$ cat src/rtl/mux8_scan_serializer.sv
// Parallel-in/serial-out sequencer for the 8:1 gate-level mux: holds a word on
// i0..i7, steps the select through all eight inputs, and registers y back as a stream.
module mux8_scan_serializer #(
    parameter bit MSB_FIRST = 1'b0
) (
    input  logic       clk,
    input  logic       rst_n,
    input  logic       load_valid,
    output logic       load_ready,
    input  logic [7:0] load_data,
    input  logic       flush,
    output logic [7:0] word,
    output logic       sel1,
    output logic       sel2,
    output logic       sel3,
    input  logic       mux_y,
    output logic       ser_out,
    output logic       ser_valid,
    output logic       ser_last,
    output logic       busy
);

    typedef enum logic {IDLE, SCAN} state_t;

    state_t     state_reg;
    logic [2:0] cnt_reg;
    logic [2:0] cnt_next;
    logic [7:0] word_reg;
    logic [2:0] sel_reg;
    logic       ser_out_reg;
    logic       ser_valid_reg;
    logic       ser_last_reg;
    logic       accept;
    logic [2:0] idx_of [0:7];

    // Scan order table: counter value -> mux input index.
    generate
        for (genvar gi = 0; gi < 8; gi++) begin : g_idx
            assign idx_of[gi] = MSB_FIRST ? 3'(7 - gi) : 3'(gi);
        end
    endgenerate

    assign cnt_next = cnt_reg + 3'd1;

    // Ready only when idle or on the last beat, and never while a flush aborts the scan.
    assign load_ready = rst_n
                        && !(state_reg == SCAN && flush)
                        && (state_reg == IDLE || cnt_reg == 3'd7);
    assign accept = load_valid && load_ready;

    always_ff @(posedge clk) begin
        if (!rst_n) begin
            state_reg     <= IDLE;
            cnt_reg       <= 3'd0;
            word_reg      <= 8'h00;
            sel_reg       <= 3'd0;
            ser_out_reg   <= 1'b0;
            ser_valid_reg <= 1'b0;
            ser_last_reg  <= 1'b0;
        end else begin
            case (state_reg)
                IDLE: begin
                    ser_valid_reg <= 1'b0;
                    ser_last_reg  <= 1'b0;
                    sel_reg       <= 3'd0;
                    if (accept) begin
                        word_reg  <= load_data;
                        cnt_reg   <= 3'd0;
                        sel_reg   <= idx_of[0];
                        state_reg <= SCAN;
                    end
                end
                SCAN: begin
                    if (flush) begin
                        state_reg     <= IDLE;
                        cnt_reg       <= 3'd0;
                        sel_reg       <= 3'd0;
                        ser_valid_reg <= 1'b0;
                        ser_last_reg  <= 1'b0;
                    end else begin
                        // y sampled here still belongs to the word currently held.
                        ser_out_reg   <= mux_y;
                        ser_valid_reg <= 1'b1;
                        ser_last_reg  <= (cnt_reg == 3'd7);
                        if (cnt_reg != 3'd7) begin
                            cnt_reg <= cnt_next;
                            sel_reg <= idx_of[cnt_next];
                        end else if (accept) begin
                            word_reg <= load_data;
                            cnt_reg  <= 3'd0;
                            sel_reg  <= idx_of[0];
                        end else begin
                            state_reg <= IDLE;
                            cnt_reg   <= 3'd0;
                            sel_reg   <= 3'd0;
                        end
                    end
                end
                default: state_reg <= IDLE;
            endcase
        end
    end

    assign word      = word_reg;
    assign sel1      = sel_reg[2];
    assign sel2      = sel_reg[1];
    assign sel3      = sel_reg[0];
    assign ser_out   = ser_out_reg;
    assign ser_valid = ser_valid_reg;
    assign ser_last  = ser_last_reg;
    assign busy      = (state_reg == SCAN);

endmodule

$ cat config.mk
export PLATFORM = sky130hd
export DESIGN_NAME = mux8_scan_serializer
export DESIGN_NICKNAME = d
export VERILOG_FILES = /design/src/rtl/mux8_scan_serializer.sv
export SDC_FILE = /design/constraint.sdc
export NUM_CORES = 1
export LEC_CHECK = 0
export ABC_AREA = 1
export CAP_MARGIN = 15
export CORE_MARGIN = 8
export CORE_UTILIZATION = 29
export DETAILED_ROUTE_END_ITERATION = 16
export PLACE_DENSITY = 0.69
export SLEW_MARGIN = 20
export SYNTH_ARGS = -nofsm -noshare
export SYNTH_HDL_FRONTEND = slang
export SYNTH_SLANG_ARGS = --single-unit
$ cat constraint.sdc
create_clock -name clk -period 1.5 [get_ports clk]
set_input_delay 0.225 -clock clk [delete_from_list [all_inputs] [get_ports clk]]
set_output_delay 0.225 -clock clk [all_outputs]
set_load 0.03 [all_outputs]
* Yosys cells after proc, flatten, opt, wreduce, memory -nomap -nowiden
Memory sizes are Yosys's and may differ from the RTL's.
Index checks and enable logic that the tools add are counted.
** Cells by class
- Add/sub/neg operators :: 1
- Multipliers :: 0
- Divide/modulo/power cells :: 0
- Order comparisons :: 1
- Equal/unequal tests :: 5
- Shifts and indexed selects :: 0
- Mux-type cells :: 21
- Bitwise gates (word level) :: 3
- Reductions and logical operators :: 8
** Operator list (count)
- two-way mux 8 bit :: 3
- two-way mux 3 bit :: 7
- case mux 8 bit (2 select lines) :: 1
- case mux 3 bit (2 select lines) :: 2
- inequality test 2 bit (second input constant) :: 3
- case mux 1 bit (2 select lines) :: 3
- two-way mux 1 bit :: 5
- greater-or-equal comparator 4 bit (second input constant) :: 1
- logical AND 1 bit :: 4
- NOT 3 -> 4 bit :: 1
- AND reduction 2 bit :: 2
- adder 3 x 1 -> 3 bit (second input constant) :: 1
- == test 3 bit (second input constant) :: 1
- inequality test 3 bit (second input constant) :: 1
- NOT 1 bit :: 2
- zero test 1 bit :: 1
- logical OR 1 bit :: 1
** Word-level totals
- Flip-flop bits (word level) :: 18
- Latch bits :: 0
- Memory bits (writable) :: 0
- ROM bits :: 24
- Input port bits :: 13
- Word-level logic and storage cells :: 47
- Memories :: 1
** Memory list
- (no name shown) :: depth 8, width 3, rd ports 1, clocked after memory_dff 0, wr ports 0, line 87 : sel_reg <= idx_of[cnt_next];

* Logic depth before layout (Yosys ltp)
Gate-level depths: netlist of run 1.
- Depth after elaboration :: 9
- Gate-level depth with buffers :: 9

* Worst setup path before layout of run 1
Ideal clock, no wire load.
- Kind :: register -> output
- From :: reg cnt_reg[0]
- To :: out load_ready
- Arrival :: 1.275 ns
- Required time :: 1.275 ns
- Setup slack :: 0.000 ns
- Stages on the path, launching flop included :: 7
- Cells stage by stage :: dfxtp_1 > ha_1 > ha_1 > inv_1 > nand2_2 > inv_1 > nor2_1
** On the way
- Cells in the longest elaborated chain, start to end :: 3
** RTL lines
- start, declared :: line 26 : logic [2:0] cnt_reg;
- start signal, assigned :: line 86 : cnt_reg <= cnt_next;
- == test 3 bit :: line 48 : && (state_reg == IDLE || cnt_reg == 3'd7);
- logical OR 1 bit :: line 48
- logical AND 1 bit :: line 48
- end, declared :: line 9 : output logic load_ready,
Every way passes these cells.

* Worst setup path in the final report of run 1
Ends and elaborated chain as after synthesis.

==> results.txt, run 1 <==
sky130_fd_sc_hd__dfxtp_1 takes more of the synthesized area than any other cell. Summed over all layers, the routed wires come to 1723 um. The TritonCTS sink count came out at 18. The clock-pin transition on the worst setup and hold timing paths is 0.11 ns.

After layout, the worst path uses 100.8% of the clock period. The class of the most critical hold timing path is reg2reg. OpenSTA, run right after detailed placement, puts the worst setup slack at 0.07171 ns.

The start of the worst register-to-register path is cnt_reg[0]. The cell area that synthesis handed to floorplanning was 709.4 sq um. The reported max-cap violation count came out at 0. The final HPWL from detailed placement came out at 1301 um.

The final critical-path setup slack came out at -0.01224 ns. The number of port buffers is 28. The data required time of the critical path is 1.27 ns. The type of destination of the critical path is an output pin. Among the stages of the critical path, the cell type that occurs most often is sky130_fd_sc_hd__ha_4. The pin count of the biggest net entering global routing is 18.

After detailed routing, the number of vias per cell comes to 4.061. The number of optimization iterations in the first detailed-route pass is 3. After the last flow step, the layout net total stands at 150. The floorplan die height is 65.46 um. The analysis attributes to cell leakage a power of 0.5993 nW. The final route contains 666 vias. The cell depth of the worst hold path is 2. The total number of placement rows came out at 18. The standard cell area after detailed placement is 1025 sq um.

The via count of the first global-routing pass came out at 657. The total I/O pin count is 29. The repair_antennas step left the layout with diodes totalling 0. In this run the worst setup path terminates at load_ready. The layout has 245 filler cells. The critical path goes through ha_4 > ha_4 > inv_4 > nand2_4 > inv_2 > nor2_2 > buf_6. In this run the number of H-tree levels came out at 1. The number of nets with antenna violations after routing came out at 0. STA classifies the critical path startpoint as a register. The number of setup violations in the final report came out at 1. The CTS tree is done. The later pin in the worst-skew pair is clocked with a latency of 0.29 ns. The setup TNS is -0.01224 ns. The cell area power density came out at 882.6 nW/um^2.

The global-route congestion overflow total is 0. The area of the die came out at 4285 sq um. Once layout is done, the placed cells without fillers occupy 1146 sq um. The number of nets produced by synthesis is 108. The final weighted congestion of routability-driven global placement is 0.7373. Setup repair after global routing could not meet its margin everywhere. The critical path is of the reg2out type.

The core area came out at 2387 sq um. The worst path arrival time came out at 1.29 ns. The sequential area share after synthesis came out at 50.79%.

The count of final hold-check violations is 0. The count of final max-slew check failures came out at 0. The number of DRC markers after the initial detailed-route iteration came out at 5. The post-detailed-route wirelength per cell is 10.51 um. The number of warnings reported in the yosys synthesis log came out at 0. The first global-routing pass estimated 2801 um of wire.

The library cell used most frequently in the layout, excluding fill and tap cells, is sky130_fd_sc_hd__nand2_1. The area share of the largest cell type after synthesis came out at 50.79%. The buffer levels on the longest clock path is 2.

For the final database, setup skew stands at 0.005756 ns. Relative to the synthesized area, the layout overhead comes to 61.55%. The highest-delay cell along the critical path is sky130_fd_sc_hd__dfxtp_4. The final hold slack is 0.4833 ns. The longest individual stage delay on the worst path came out at 0.37 ns. The worst slew margin relative to its limit is 78.49%. The transition at the pin with the smallest max-transition slack came out at 0.3240 ns. The worst register-to-register path has a depth of 8. In this run the critical register-to-register path is captured at cnt_reg[1].

The critical path starts at cnt_reg[0]. CTS placed an instance of sky130_fd_sc_hd__clkbuf_4 at the clock tree root. The run finished, with violations left. The checks that failed: negative setup slack. The initial cell density of the core came out at 29.72%. The maximum resistive drop on vdd is 0.5001 mV.

The library cells used most frequently in the layout, excluding fill and tap cells, are 23 x sky130_fd_sc_hd__nand2_1, 21 x sky130_fd_sc_hd__nor2_1, 16 x sky130_fd_sc_hd__dfxtp_1. Derived from the worst setup path, the maximum achievable clock frequency is 661.3 MHz. The synthesized area per cell came out at 7.628 sq um. The initial antenna violation count came out at 0. The post-route minimum period is 1.512 ns.

The layout cell share with drive strength beyond 1 is 19.40%. The flip-flop and latch count after synthesis is 18. The floorplan step set the die width to 65.46 um. The critical-path maximum fanout came out at 2. The register with the most flip-flops in the layout has 8 of them. The number of buffers added by the clock tree synthesis step is 3. After synthesis, the cell types taking the most area are sky130_fd_sc_hd__dfxtp_1 51%, sky130_fd_sc_hd__nand2_1 13%, sky130_fd_sc_hd__nor2_1 12%. After synthesis, the netlist uses 14 different library cells.

The number of cells produced by synthesis is 93. The global router's overall resource usage is 8.214%. Across all register-to-register paths, the minimum setup slack is 0.12 ns.

The residual DRC count came out at 0.
## critical path: cells and delay by family (launching register included)
family,cells,cell delay [ns]
adders and majority gates,2,0.33
buffers and inverters,3,0.24
and+or+nand+nor,2,0.07
DFF,1,0.37
## cell usage after synthesis, drive strengths merged
library cell,instances
clkbuf,1
nor3,1
nor4,1
nand2,25
inv,14
dfxtp,18
nor2,22
a21oi,2
ha,2
nand3,2
o21ai,3
buf,1
nand4,1
## final cells by class
type / instances / area (sq um) / area share [%]
timing repair buffer: 39 / 345.3 / 30.13
sequential: 18 / 365.4 / 31.88
inverter: 14 / 55.05 / 4.803
clock buffer: 4 / 36.28 / 3.166
multi-input combinational: 59 / 306.5 / 26.75
tap: 30 / 37.54 / 3.275
## timing repair
item / 4_1_cts / 5_1_grt
buffers inserted: 4 / 4
gates resized for setup: 25 / 3
setup endpoints to repair: 16 / 1
hold buffers: 0 / 0
## power breakdown
part           internal [mW]  switching [mW]  total, mW
combinational         0.0892           0.117      0.206
sequential             0.500          0.0106      0.511
clock                  0.148           0.147      0.295
total                  0.737           0.275       1.01
## cells by family (layout without fill, tap and decap cells)
group / after synthesis / in the layout / share of synthesized area, %
compound gates: 5 / 5 / 3.527
flops: 18 / 18 / 50.79
buf+inv: 16 / 57 / 10.93
fa+ha+maj: 2 / 2 / 3.527
simple gates: 52 / 52 / 31.22
## worst min-delay path by stage
| stage | start | endpoint | slack [ns] |
|---|---|---|---|
| after floorplan | load_valid | busy | 0.35 |
| after global placement | ser_out | ser_out | 0.45 |
| after detailed placement | ser_out | ser_out | 0.47 |
| after CTS | ser_out | ser_out | 0.48 |
| after global routing | load_data[0] | word[0] | 0.51 |
| final | ser_out | ser_out | 0.48 |
## routing by layer
| metal | vias up | routed length, um | track usage, % |
|---|---|---|---|
| li1 | 362 | - | - |
| met1 | 290 | 636 | 7.897 |
| met2 | 10 | 958 | 15.01 |
| met3 | 4 | 79 | 2.041 |
| met4 | 0 | 48 | 5.722 |
| met5 | - | 0 | 0 |
## through the flow
| stage | total power, mW | utilization [%] | cells |
|---|---|---|---|
| floorplan | 0.6343 | - | 93 |
| CTS | 1.017 | 46.44 | 160 |
| global route | 1.064 | 48.01 | 164 |
| global placement | 0.7222 | 42.92 | 152 |
| finish | 1.012 | 48.01 | 164 |
| detailed placement | 0.7256 | 42.92 | 152 |
(Power assumes the default switching activity.)
==> run 2, diff against run 1 <==
CTS_CLUSTER_DIAMETER = 200   (was not set)
==> results of run 2 <==
The final DEF is identical to that of run 1; final timing and power are the same.
==> run 3, diff against run 2 <==
CELL_PAD_IN_SITES_DETAIL_PLACEMENT = 1   (was not set)
CELL_PAD_IN_SITES_GLOBAL_PLACEMENT = 2   (was not set)
CORE_ASPECT_RATIO = 1.4   (was not set)
CORE_UTILIZATION = 22   (was 29)
PLACE_DENSITY = 0.88   (was 0.69)
==> results.txt, run 3 (synthesis results as in run 1) <==
The pin count of the biggest net entering global routing is 18. The register-to-register path setup slack is 0.16 ns. The flow ran to the end, and the final reports show no timing, DRC or antenna violations.

The number of setup violations in the final report came out at 0. The sequential share of power came out at 48.8%. The number of placed instances, taps included is 162. Once layout is complete, the cells apart from fillers number 168. The first detailed-routing pass ran for 4 iterations. The CTS tree is done.

The count of final max-slew check failures is 0. The net switching share of the total power came out at 26.39%. In this run the tool buffered the top-level ports with 28 buffer cells. The minimum setup slack after placement is -0.03603 ns. The critical-path maximum fanout is 2. The count of final hold-check violations came to 0.

Clock tree synthesis found a total of 18 sinks. The latest clock arrival within the worst-skew pair came out at 0.24 ns. The share of total power dissipated in the clock network is 31.3%. The worst setup path is launched from a register. The area growth from synthesis to layout is 64.90%. The type of destination of the critical path is an output pin. Measured in cells, the most critical reg-to-reg path has a length of 7. The final clock skew is 0.001106 ns. The post-detailed-route wirelength per cell came out at 11.40 um.

The routed wire length came out at 1916 um. Setup repair after global routing could not meet its margin everywhere. In the layout the commonest cells are 24 x sky130_fd_sc_hd__nand2_1, 21 x sky130_fd_sc_hd__nor2_1, 16 x sky130_fd_sc_hd__dfxtp_1, 16 x sky130_fd_sc_hd__clkdlybuf4s50_1, 12 x sky130_fd_sc_hd__inv_1. The worst hold path was traced through 2 stages. The library cell used most frequently in the layout, excluding fill and tap cells, is sky130_fd_sc_hd__nand2_1. The number of nets with antenna violations after routing is 0.

The layout cell share with drive strength beyond 1 came out at 15.50%. After legalization and detailed placement, the total HPWL measured 1477 um. The root buffer cell chosen for the clock tree is sky130_fd_sc_hd__clkbuf_8.

After global routing the overflow that remains totals 0. The worst setup path is of the reg2out kind. Clock-pin slew was measured on the worst setup and hold paths at 0.07 ns. The reported max-cap violation count came out at 0. The total number of H-tree levels is 1. Using the TritonRoute via totals, the vias-per-cell ratio works out to 4.048. The area of the die came out at 5324 sq um. The fraction of power consumed by combinational cells came out at 19.9%.

After layout, the minimum clock period comes to 1.472 ns. Power spread over the standard cell area amounts to 896.9 nW/um^2. The number of buffers added by the clock tree synthesis step is 3. In the routed design, unresolved DRC markers number 0. The data required time of the critical path came out at 1.27 ns. The first-pass GRT wire length came out at 3387 um.

In the finished design, the share of the clock period the worst path needs comes to 98.15%. The total number of placement rows is 24. Internal power comes to 772.4 uW.

After the last flow step, the layout net total stands at 146. The tightest min-delay check is of the reg2reg type. The total via count after detailed routing is 680.

The final critical-path setup slack is 0.02770 ns. Across every metal layer, demand over resource in global routing totals 7.678%. The maximum resistive drop on vdd came out at 0.4346 mV.

The die boundary width is 64.00 um. The end-of-flow core utilization is 37.82%. The floorplan die height is 83.19 um. The total area inside the core boundary comes to 3093 sq um. The overall power is 1.049 mW. The number of DRC markers after the initial detailed-route iteration came out at 9. The buffer levels on the longest clock path came out at 2. The initial cell density of the core is 22.94%. The maximum clock frequency came out at 679.2 MHz.

The worst path arrival time came out at 1.25 ns. The power dissipated by switching net loads is 276.9 uW. The initial antenna violation count came out at 0. The leakage component of the power came out at 0.6858 nW. The total I/O pin count came out at 29. The worst slew margin relative to its limit came out at 78.22%. For the pin with the worst max-slew slack, the measured transition is 0.3261 ns. The final weighted congestion of routability-driven global placement is 0.7296. The flip-flop count of the largest register, all copies and words added came out at 8.

The number of diodes added for antenna fixing is 0. The via count of the first global-routing pass came out at 790.
## run 3: cell type report
class	count	area (sq um)
clock buffers	3	41.29
well taps	39	48.80
repair buffers	35	357.8
multi-input cells	59	304.0
fillers	397	1923
inverters	14	55.05
flip-flops and latches	18	362.8
## run 3: stage by stage
step                      hold slack [ns]  setup TNS, ns  area (sq um)
after floorplan                    0.3457              0         711.9
after global placement             0.4529              0          1044
after detailed placement           0.4665       -0.06284          1044
after CTS                          0.4817              0          1142
after global routing               0.4933       -0.03701          1170
final                              0.4681              0          1170
## run 3: final timing paths
kind | start | to
setup / recovery | cnt_reg[1] | load_ready
hold / removal | ser_out | ser_out
setup reg to reg | cnt_reg[1] | cnt_reg[1]
hold reg to reg | ser_out | ser_out
## run 3: worst max-delay path, stage by stage, from the launching register on
cell and delay [ns]:
sky130_fd_sc_hd__dfxtp_2 0.36, sky130_fd_sc_hd__ha_4 0.15, sky130_fd_sc_hd__ha_4 0.14, sky130_fd_sc_hd__inv_4 0.04, sky130_fd_sc_hd__nand2_4 0.06, sky130_fd_sc_hd__inv_2 0.04
sky130_fd_sc_hd__nor2_2 0.08, sky130_fd_sc_hd__buf_6 0.14
## run 3: what timing repair did
item / CTS / global route
hold buffers: 0 / 0
gates resized for setup: 11 / 11
pin swaps: 0 / 1
setup buffers: 3 / 0
setup endpoints to repair: 2 / 11
## run 3: power groups by stage
stage	Combinational [mW]	Sequential [mW]	Clock [mW]
after detailed placement	0.208	0.523	0
after global placement	0.203	0.522	0
after global routing	0.229	0.515	0.369
final	0.209	0.512	0.328
after CTS	0.217	0.513	0.346
after floorplan	0.0698	0.565	0
## run 3: per-layer routing
| metal | GRT usage, % | share of wire [%] |
|---|---|---|
| met5 | 0 | 0 |
| met3 | 3.629 | 8.9 |
| met2 | 13.47 | 48 |
| met4 | 3.055 | 0.42 |
| met1 | 7.439 | 43 |
